File: config.mk
export PLATFORM = sky130hd
export DESIGN_NAME = sideload_key_rx
export DESIGN_NICKNAME = d
export VERILOG_FILES = /design/src/rtl/keymgr_pkg.sv /design/src/rtl/sideload_key_rx_cnt.sv /design/src/rtl/sideload_key_rx.sv
export SDC_FILE = /design/constraint.sdc
export NUM_CORES = 1
export LEC_CHECK = 0
export CAP_MARGIN = 20
export CORE_AREA = 2 2 425 427
export DETAILED_ROUTE_END_ITERATION = 10
export DIE_AREA = 0 0 427 429
export SLEW_MARGIN = 20
export SYNTH_ARGS = -nofsm -noshare
export SYNTH_HDL_FRONTEND = slang
export SYNTH_SLANG_ARGS = --single-unit
File: constraint.sdc
create_clock -name clk_i -period 2.2 [get_ports clk_i]
set_clock_uncertainty 0.1 [all_clocks]
set_input_delay 0.33 -clock clk_i [delete_from_list [all_inputs] [get_ports clk_i]]
set_output_delay 0.33 -clock clk_i [all_outputs]
set_load 0.005 [all_outputs]
File: src/rtl/keymgr_pkg.sv
// keymgr_pkg: shared types and constants for the key manager sideload path.
// Provides the sideload key request structure seen by every consumer, the
// share/entropy geometry, the receiver state encoding shared between engines
// and assertions, and a helper that fills a key word from one entropy word.
package keymgr_pkg;

    localparam int unsigned KeyWidth  = 256;
    localparam int unsigned Shares    = 2;
    localparam int unsigned RandWidth = 32;

    typedef struct packed {
        logic                valid;
        logic [KeyWidth-1:0] key_share0;
        logic [KeyWidth-1:0] key_share1;
    } hw_key_req_t;

    // One-hot encoding: any other value held by the state register is illegal.
    typedef enum logic [3:0] {
        SideloadRxIdle   = 4'b0001,
        SideloadRxWait   = 4'b0010,
        SideloadRxLoaded = 4'b0100,
        SideloadRxError  = 4'b1000
    } sideload_rx_state_e;

    // Replicates one entropy word across a whole key share for scrubbing.
    function automatic logic [KeyWidth-1:0] wipe_fill(input logic [RandWidth-1:0] ent);
        return {(KeyWidth/RandWidth){ent}};
    endfunction

endpackage

File: src/rtl/sideload_key_rx_cnt.sv
// sideload_key_rx_cnt: saturating wait counter for the sideload receiver.
// Ports:
//   clk_i   clock
//   rst_ni  asynchronous active-low reset (counter -> 0)
//   clr_i   synchronous clear to 0 (priority over enable)
//   en_i    count enable; the counter stops at TimeoutCycles-1 and never wraps
//   tc_o    terminal count: counter equals TimeoutCycles-1
module sideload_key_rx_cnt #(
    parameter  int unsigned TimeoutCycles = 1024,
    localparam int unsigned CntWidth      = $clog2(TimeoutCycles)
) (
    input  logic clk_i,
    input  logic rst_ni,
    input  logic clr_i,
    input  logic en_i,
    output logic tc_o
);

    localparam logic [CntWidth-1:0] TcVal = CntWidth'(TimeoutCycles - 1);

    logic [CntWidth-1:0] cnt_reg;

    assign tc_o = (cnt_reg == TcVal);

    always_ff @(posedge clk_i or negedge rst_ni) begin
        if (!rst_ni) begin
            cnt_reg <= '0;
        end else if (clr_i) begin
            cnt_reg <= '0;
        end else if (en_i && !tc_o) begin
            cnt_reg <= cnt_reg + CntWidth'(1);
        end
    end

endmodule

File: src/rtl/sideload_key_rx.sv
// sideload_key_rx: consumer endpoint of the key manager sideload interface.
// On an engine request it waits for a valid sideload key, captures both
// shares and holds them until the engine is done. The captured key is
// scrubbed with entropy when use ends or when the key manager withdraws
// validity; withdrawal and wait timeout raise a sticky error.
// Ports:
//   clk_i, rst_ni   clock, asynchronous active-low reset
//   key_i           sideload key (valid + two shares) from the key manager
//   entropy_i       scrub entropy, one word per share
//   req_i           engine requests a key (level, looked at in Idle only)
//   done_i          engine finished with the key (looked at in Loaded only)
//   clr_err_i       pulse clearing the sticky error
//   ack_o           key captured and stable on key_share*_o
//   key_share0_o/1  captured shares, straight from the key registers
//   busy_o          waiting for or holding a key
//   err_o           sticky error
module sideload_key_rx
    import keymgr_pkg::*;
#(
    parameter  int unsigned TimeoutCycles = 1024,
    localparam int unsigned CntWidth      = $clog2(TimeoutCycles)
) (
    input  logic                                clk_i,
    input  logic                                rst_ni,
    input  hw_key_req_t                         key_i,
    input  logic [Shares-1:0][RandWidth-1:0]    entropy_i,
    input  logic                                req_i,
    input  logic                                done_i,
    input  logic                                clr_err_i,
    output logic                                ack_o,
    output logic [KeyWidth-1:0]                 key_share0_o,
    output logic [KeyWidth-1:0]                 key_share1_o,
    output logic                                busy_o,
    output logic                                err_o
);

    sideload_rx_state_e state_reg, state_next;

    logic [Shares-1:0][KeyWidth-1:0] key_reg, key_next;
    logic load_en, wipe_en;
    logic cnt_clr, cnt_en, cnt_tc;

    // The counter only runs while waiting; it sits at zero everywhere else so
    // every Wait entry starts a fresh timeout window.
    assign cnt_en  = (state_reg == SideloadRxWait);
    assign cnt_clr = (state_reg != SideloadRxWait);

    sideload_key_rx_cnt #(
        .TimeoutCycles (TimeoutCycles)
    ) u_cnt (
        .clk_i  (clk_i),
        .rst_ni (rst_ni),
        .clr_i  (cnt_clr),
        .en_i   (cnt_en),
        .tc_o   (cnt_tc)
    );

    always_comb begin
        state_next = state_reg;
        load_en    = 1'b0;
        wipe_en    = 1'b0;
        case (state_reg)
            SideloadRxIdle: begin
                if (req_i) begin
                    state_next = SideloadRxWait;
                end
            end
            SideloadRxWait: begin
                // A key arriving on the last allowed cycle still wins over timeout.
                if (key_i.valid) begin
                    load_en    = 1'b1;
                    state_next = SideloadRxLoaded;
                end else if (cnt_tc) begin
                    state_next = SideloadRxError;
                end
            end
            SideloadRxLoaded: begin
                // done_i first: a valid drop in the same cycle is not an error.
                if (done_i) begin
                    wipe_en    = 1'b1;
                    state_next = SideloadRxIdle;
                end else if (!key_i.valid) begin
                    wipe_en    = 1'b1;
                    state_next = SideloadRxError;
                end
            end
            SideloadRxError: begin
                if (clr_err_i) begin
                    state_next = SideloadRxIdle;
                end
            end
            default: begin
                state_next = SideloadRxError;
            end
        endcase
    end

    always_comb begin
        key_next = key_reg;
        if (load_en) begin
            key_next[0] = key_i.key_share0;
            key_next[1] = key_i.key_share1;
        end else if (wipe_en) begin
            for (int i = 0; i < Shares; i++) begin
                key_next[i] = wipe_fill(entropy_i[i]);
            end
        end
    end

    always_ff @(posedge clk_i or negedge rst_ni) begin
        if (!rst_ni) begin
            state_reg <= SideloadRxIdle;
            key_reg   <= '0;
        end else begin
            state_reg <= state_next;
            key_reg   <= key_next;
        end
    end

    assign ack_o        = (state_reg == SideloadRxLoaded);
    assign busy_o       = (state_reg == SideloadRxWait) || (state_reg == SideloadRxLoaded);
    assign err_o        = (state_reg == SideloadRxError);
    assign key_share0_o = key_reg[0];
    assign key_share1_o = key_reg[1];

    // Key must not move while the engine keeps using it.
    a_key_stable: assert property (@(posedge clk_i) disable iff (!rst_ni)
        (state_reg == SideloadRxLoaded && state_next == SideloadRxLoaded) |=> $stable(key_reg));

    a_err_ack_excl: assert property (@(posedge clk_i) disable iff (!rst_ni)
        !(err_o && ack_o));

    a_state_legal: assert property (@(posedge clk_i) disable iff (!rst_ni)
        state_reg inside {SideloadRxIdle, SideloadRxWait, SideloadRxLoaded, SideloadRxError});

endmodule

## Yosys cells after proc, flatten, opt, wreduce, memory -nomap -nowiden

Index checks and enable logic that the tools add are counted.

| word-level totals | value |
|---|---|
| output and inout bits | 515 |
| word-level logic and storage cells | 37 |
| register bits after elaboration | 526 |
| input port bits | 582 |

| cells by class | value |
|---|---|
| equality and inequality tests | 10 |
| add/subtract/negate cells | 1 |
| mux-type cells | 16 |
| reductions and logical operators | 6 |

Operator list:

| operator | count |
|---|---|
| $mux 512 | 2 |
| $mux 4 | 6 |
| $mux 10 | 2 |
| $pmux 4 s4 | 1 |
| $add 10x1->10 const B | 1 |
| $eq 10x10->1 const B | 1 |
| $ne 3x3->1 const B | 2 |
| $mux 1 | 5 |
| $eq 4x1->1 const B | 1 |
| $eq 4x2->1 const B | 1 |
| $eq 4x3->1 const B | 1 |
| $eq 4x4->1 const B | 1 |
| $ne 2x2->1 const B | 2 |
| $ne 4x2->1 const B | 1 |
| $reduce_and 4->1 | 1 |
| $reduce_bool 2->1 | 2 |
| $logic_and 1x1->1 | 1 |
| $logic_not 1->1 | 1 |
| $logic_or 1x1->1 | 1 |

## Logic depth before layout (Yosys ltp)

| logic depth | value |
|---|---|
| word-level depth | 5 |
| mapped depth | 8 |
| depth with buffers taken out | 5 |

## By module

Synthesis repeated with hierarchy kept, for this count alone.

| second synthesis, totals | value |
|---|---|
| cell total of the unflattened synthesis | 2337 |
| area total of the unflattened synthesis | 24433.4 um^2 |

Modules (own cells, without submodules):

| module | cells an instance | area each (um^2) | seq. area each (um^2) | times used |
|---|---|---|---|---|
| sideload_key_rx | 2281 | 23859.1 | 12913.6 | 1 |
| sideload_key_rx_cnt | 56 | 574.3 | 250.2 | 1 |

## Worst setup path before layout

No wires, ideal clock.

| timing | value |
|---|---|
| kind | register to register |
| start point | register state_reg[0] |
| end point | register state_reg[3] |
| data arrival time | 1.763 ns |
| path slack | 0.206 ns |
| clock period less this slack | 1.994 ns |
| cell stages (with the launch flop) | 6 |
| path buffers | 1 |
| path through | dfstp_2 clkbuf_1 or4b_2 or2_0 o211ai_1 o31ai_1 |

| between the ends | value |
|---|---|
| word-level cells in the longest chain between the ends | 3 |
| elaborated cells on any way between the ends | 10 |
| classes of those cells | eq/ne: 8; mux: 1; reduce/logical: 1 |

RTL lines:

| what | RTL line | RTL |
|---|---|---|
| start, declared | sideload_key_rx.sv:37 | `sideload_rx_state_e state_reg, state_next;` |
| start signal, assigned | sideload_key_rx.sv:112 | `state_reg <= SideloadRxIdle;` |
| start signal, assigned | sideload_key_rx.sv:115 | `state_reg <= state_next;` |
| $eq 4x3->1 (tied with other cells) | sideload_key_rx.sv:62 | `case (state_reg)` |
| $ne 3x3->1 (no source line) or $ne 2x2->1 (tied branches) | n/a |  |
| $reduce_and 4->1 (no source line) | n/a |  |

Several ways; a longest one is shown, not always the timed one.
A chain may end at the register's enable or synchronous reset.

## Final worst setup path

| timing | value |
|---|---|
| start point | register state_reg[2] |
| end point | register key_reg (netlist bit key_share0_o[221]) |

| between the ends | value |
|---|---|
| word-level cells in the longest chain between the ends | 3 |
| elaborated cells on any way between the ends | 6 |
| classes of those cells | eq/ne: 2; mux: 3; reduce/logical: 1 |

RTL lines:

| what | RTL line | RTL |
|---|---|---|
| $eq 4x2->1 or $eq 4x3->1 (tied branches) | sideload_key_rx.sv:62 |  |
| $mux 1 | sideload_key_rx.sv:62 |  |
| $mux 512 or $reduce_bool 2->1 (tied branches) | n/a |  |
| end signal, assigned | sideload_key_rx.sv:116 | `key_reg <= key_next;` |
| end, declared | sideload_key_rx.sv:39 | `logic [Shares-1:0][KeyWidth-1:0] key_reg, key_next;` |

Several ways; a longest one is shown, not always the timed one.

==> results.json <==
{
  "yosys.area_share.adder": 0.000514,
  "ys_types": 41,
  "cts_root_buf": "clkbuf_16",
  "post-route-min-period_ps": 2370,
  "ys_seq_area_frac": 0.541,
  "timing.final.crit_share": 1.08,
  "synth_xor_area_frac": 0.000720,
  "fmax_mhz": 421,
  "grt_pass1_wl_um": 185000,
  "synthCells": 2323,
  "clockPowerShare": 0.229,
  "p_int_mw": 34.5,
  "p_sw_mw": 18.0,
  "synth_mux_area_frac": 0.211,
  "rows": 155,
  "drt.antenna.violating_nets": 0,
  "synth_top_flop_cell": "dfrtp_1",
  "status": "finished with violations",
  "cap_viol_max_count": 0,
  "drc": 0,
  "async_reset_ff_frac": 1.00,
  "grt_max_degree": 57,
  "core_area_um2": 178000,
  "cp-end-kind": "flop",
  "tightestPinTransition_ps": 909,
  "numCtsBuffers": 68,
  "clk_latency_ps": 660,
  "antenna_found_initial": 20,
  "final_cells": 6140,
  "yosys.area_share.simple": 0.00911,
  "synth_area_per_cell_um2": 10.5,
  "die_area_um2": 183000,
  "p_seq_frac": 0.323,
  "gr-usage-met1": 0.159,
  "fp.dieH_um": 429,
  "relSlewSlack": 0.390,
  "port-buffer-count": 1096,
  "setup_viol": 515,
  "combPwrFrac": 0.448,
  "fillers": 18700,
  "first_iter_violations": 1331,
  "dpl.cell_count": 5884,
  "place_hpwl_um": 104000,
  "rsz0062_at_grt": "true",
  "crit_slowest_cell": "dfrtp_1",
  "cts_tree": "built",
  "die_x_um": 427,
  "routed_wl_um": 137000,
  "cts.path.max_buffers": 3,
  "clock_sinks": 526,
  "p_leak_nw": 19.6,
  "netSwitchingFraction": 0.343,
  "violations": "setup timing",
  "arrival_ps": 2850,
  "syn_to_final_growth_pct": 89.7,
  "synth_top_family_by_area": "multiplexers",
  "track_usage": 0.142,
  "met2_usage": 0.249,
  "boundaryPins": 1097,
  "critical_path.cell_chain": "buf_6 > nor4b_4 > buf_4 > buf_12 > and2_4 > buf_12 > buf_12 > buf_12 > buf_8 > a21oi_4 > mux2i_1",
  "grt_pass1_vias": 24100,
  "ys_seq_elements": 526,
  "start_util": 0.137,
  "routabilityCongestion": 0.925,
  "syn_area_um2": 24300,
  "cp_common_cell": "buf_12",
  "powerDensity_nw_per_um2": 1140,
  "drive_gt1_frac": 0.180,
  "htreeDepth": 3,
  "met3_usage": 0.0372,
  "synth-edff-count": 0,
  "slowest_delay_ps": 420,
  "top_usage_layer": "met2",
  "synth-compound-area-share": 0.132,
  "hold_viol": 0,
  "detail_route.wl_per_cell_um": 22.3,
  "yosys_warnings": 0,
  "clkTransAtPathRegs_ps": 60,
  "worst_setup_path_start_kind": "flop",
  "drv_slew": 0,
  "crit_type": "reg2reg",
  "min_path_type": "in2reg",
  "path_max_fanout": 6,
  "grt_overflow_total": 0,
  "final_util": 0.259,
  "syn-num-nets": 2906,
  "setup_ws_ps": -174,
  "ir_worst_vdd_uv": 594,
  "dr_total_vias": 23000,
  "drt_first_pass_iters": 5,
  "finish.net_count": 4305,
  "vias_per_cell": 3.75,
  "cp_data_required_time_ps": 2670
}
-- power groups by stage --
stage	Combinational [mW]	Clock, mW	Sequential [mW]
2_1_floorplan	6.47	0	16.7
3_3_place_gp	21.5	0	16.9
3_5_place_dp	21.7	0	16.9
5_1_grt	25.2	12.8	17.3
4_1_cts	23.2	12.4	16.9
6_report	23.5	12.0	17.0
-- worst max-delay path: cells and delay by family (launching register included) --
family,cells,cell delay [ps]
AOI/OAI and AO/OA,1,50
muxes,1,170
and+or+nand+nor,2,490
buffers and inverters,7,970
DFF,1,420
-- cell type report --
cell class / instances / area, um2 / share of cell area
Clock inverter: 32 / 399 / 0.00865
Clock buffer: 93 / 1980 / 0.0428
Inverter: 514 / 1930 / 0.0418
Multi-Input combinational cell: 1150 / 9500 / 0.206
Sequential cell: 526 / 13200 / 0.285
Antenna cell: 8 / 20.0 / 0.000434
Tap cell: 2355 / 2950 / 0.0639
Timing Repair Buffer: 1462 / 16200 / 0.351
-- Yosys cell counts, types with 2 or more instances --
master / count / share of area
dfrtp_1: 525 / 0.54
and2_1: 2 / 0.00051
nor2_1: 6 / 0.00093
a21oi_1: 515 / 0.11
a211oi_1: 3 / 0.00093
inv_1: 514 / 0.079
buf_1: 2 / 0.00031
clkbuf_1: 17 / 0.0026
mux2i_1: 513 / 0.21
nand2b_1: 2 / 0.00051
nand2_1: 2 / 0.00031
buf_2: 114 / 0.023
o31ai_1: 2 / 0.00062
or4b_2: 2 / 0.00082
nand3_1: 3 / 0.00062
o21ai_0: 4 / 0.00082
a31oi_1: 3 / 0.00077
nor2b_1: 2 / 0.00051
o311ai_0: 2 / 0.00072
nand4_1: 2 / 0.00051
nand3b_1: 2 / 0.00062
or3_1: 2 / 0.00051
nor3_1: 3 / 0.00062
a21boi_1: 64 / 0.020
-- worst paths after layout --
check	from	to	slack (ps)	cells after the start
worst max-delay path	state_reg[2]$_DFFE_PN0P_	key_share0_o[221]$_DFFE_PN0P_	-170	11
worst min-delay path	req_i	state_reg[0]$_DFFE_PN1P_	140	2
worst max register to register	state_reg[2]$_DFFE_PN0P_	key_share0_o[221]$_DFFE_PN0P_	-170	11
worst min register to register	key_share0_o[49]$_DFFE_PN0P_	key_share0_o[49]$_DFFE_PN0P_	410	2
max in group asynchronous	rst_ni	key_share0_o[45]$_DFFE_PN0P_	990	3
min in group asynchronous	rst_ni	key_share0_o[152]$_DFFE_PN0P_	200	2
-- metal layers --
layer | vias to the layer above | part of all wire
li1 | 10500 | -
met4 | 4 | 0.041
met3 | 209 | 0.066
met5 | - | 0.00020
met1 | 11500 | 0.38
met2 | 867 | 0.51
-- cells by family after synthesis --
kind of cell | count (synthesis)
simple gates | 35
fa+ha+maj | 1
flops | 526
xor+xnor | 2
mux | 513
buf+inv | 647
compound gates | 599
-- cells in the final DEF (no fill, tap or decap), types with 10 or more instances in the layout --
cell             synthesis  final
buf_6                    0     36
mux2i_1                513    511
clkbuf_16                0     88
buf_8                    0     12
inv_1                  514    513
a21oi_1                515    369
a21boi_2                 0     23
a21boi_1                64     34
dfrtp_1                525    524
dlygate4sd2_1            0     11
clkinv_2                 0     10
buf_4                    0    179
buf_16                   0     44
clkbuf_8                 0     16
a21oi_2                  0    125
buf_12                   0     80
a21oi_4                  0     21
clkdlybuf4s50_1          0   1075
-- timing repair --
item / in CTS / in global routing
endpoints found under the hold margin: 26 / 0
gates cloned: 38 / 20
pin swaps: 5 / 74
gates resized for setup: 164 / 197
hold buffers: 1 / 0
setup endpoints to repair: 539 / 538
buffers inserted: 58 / 24
-- stage by stage --
stage                     setup TNS, ps  instance area (um2)  hold WS [ps]  power, mW  setup slack, ps
after CTS                        -73720                44900          27.4       52.5             -253
after global placement          -170120                40300           301       38.4             -418
after global routing            -102500                46100          86.0       55.3             -260
final                            -42470                46100           140       52.5             -174
after detailed placement        -167220                40300           294       38.6             -418
after floorplan                       0                24300         -65.6       23.1              206
Power figures use the tool's default switching activity.
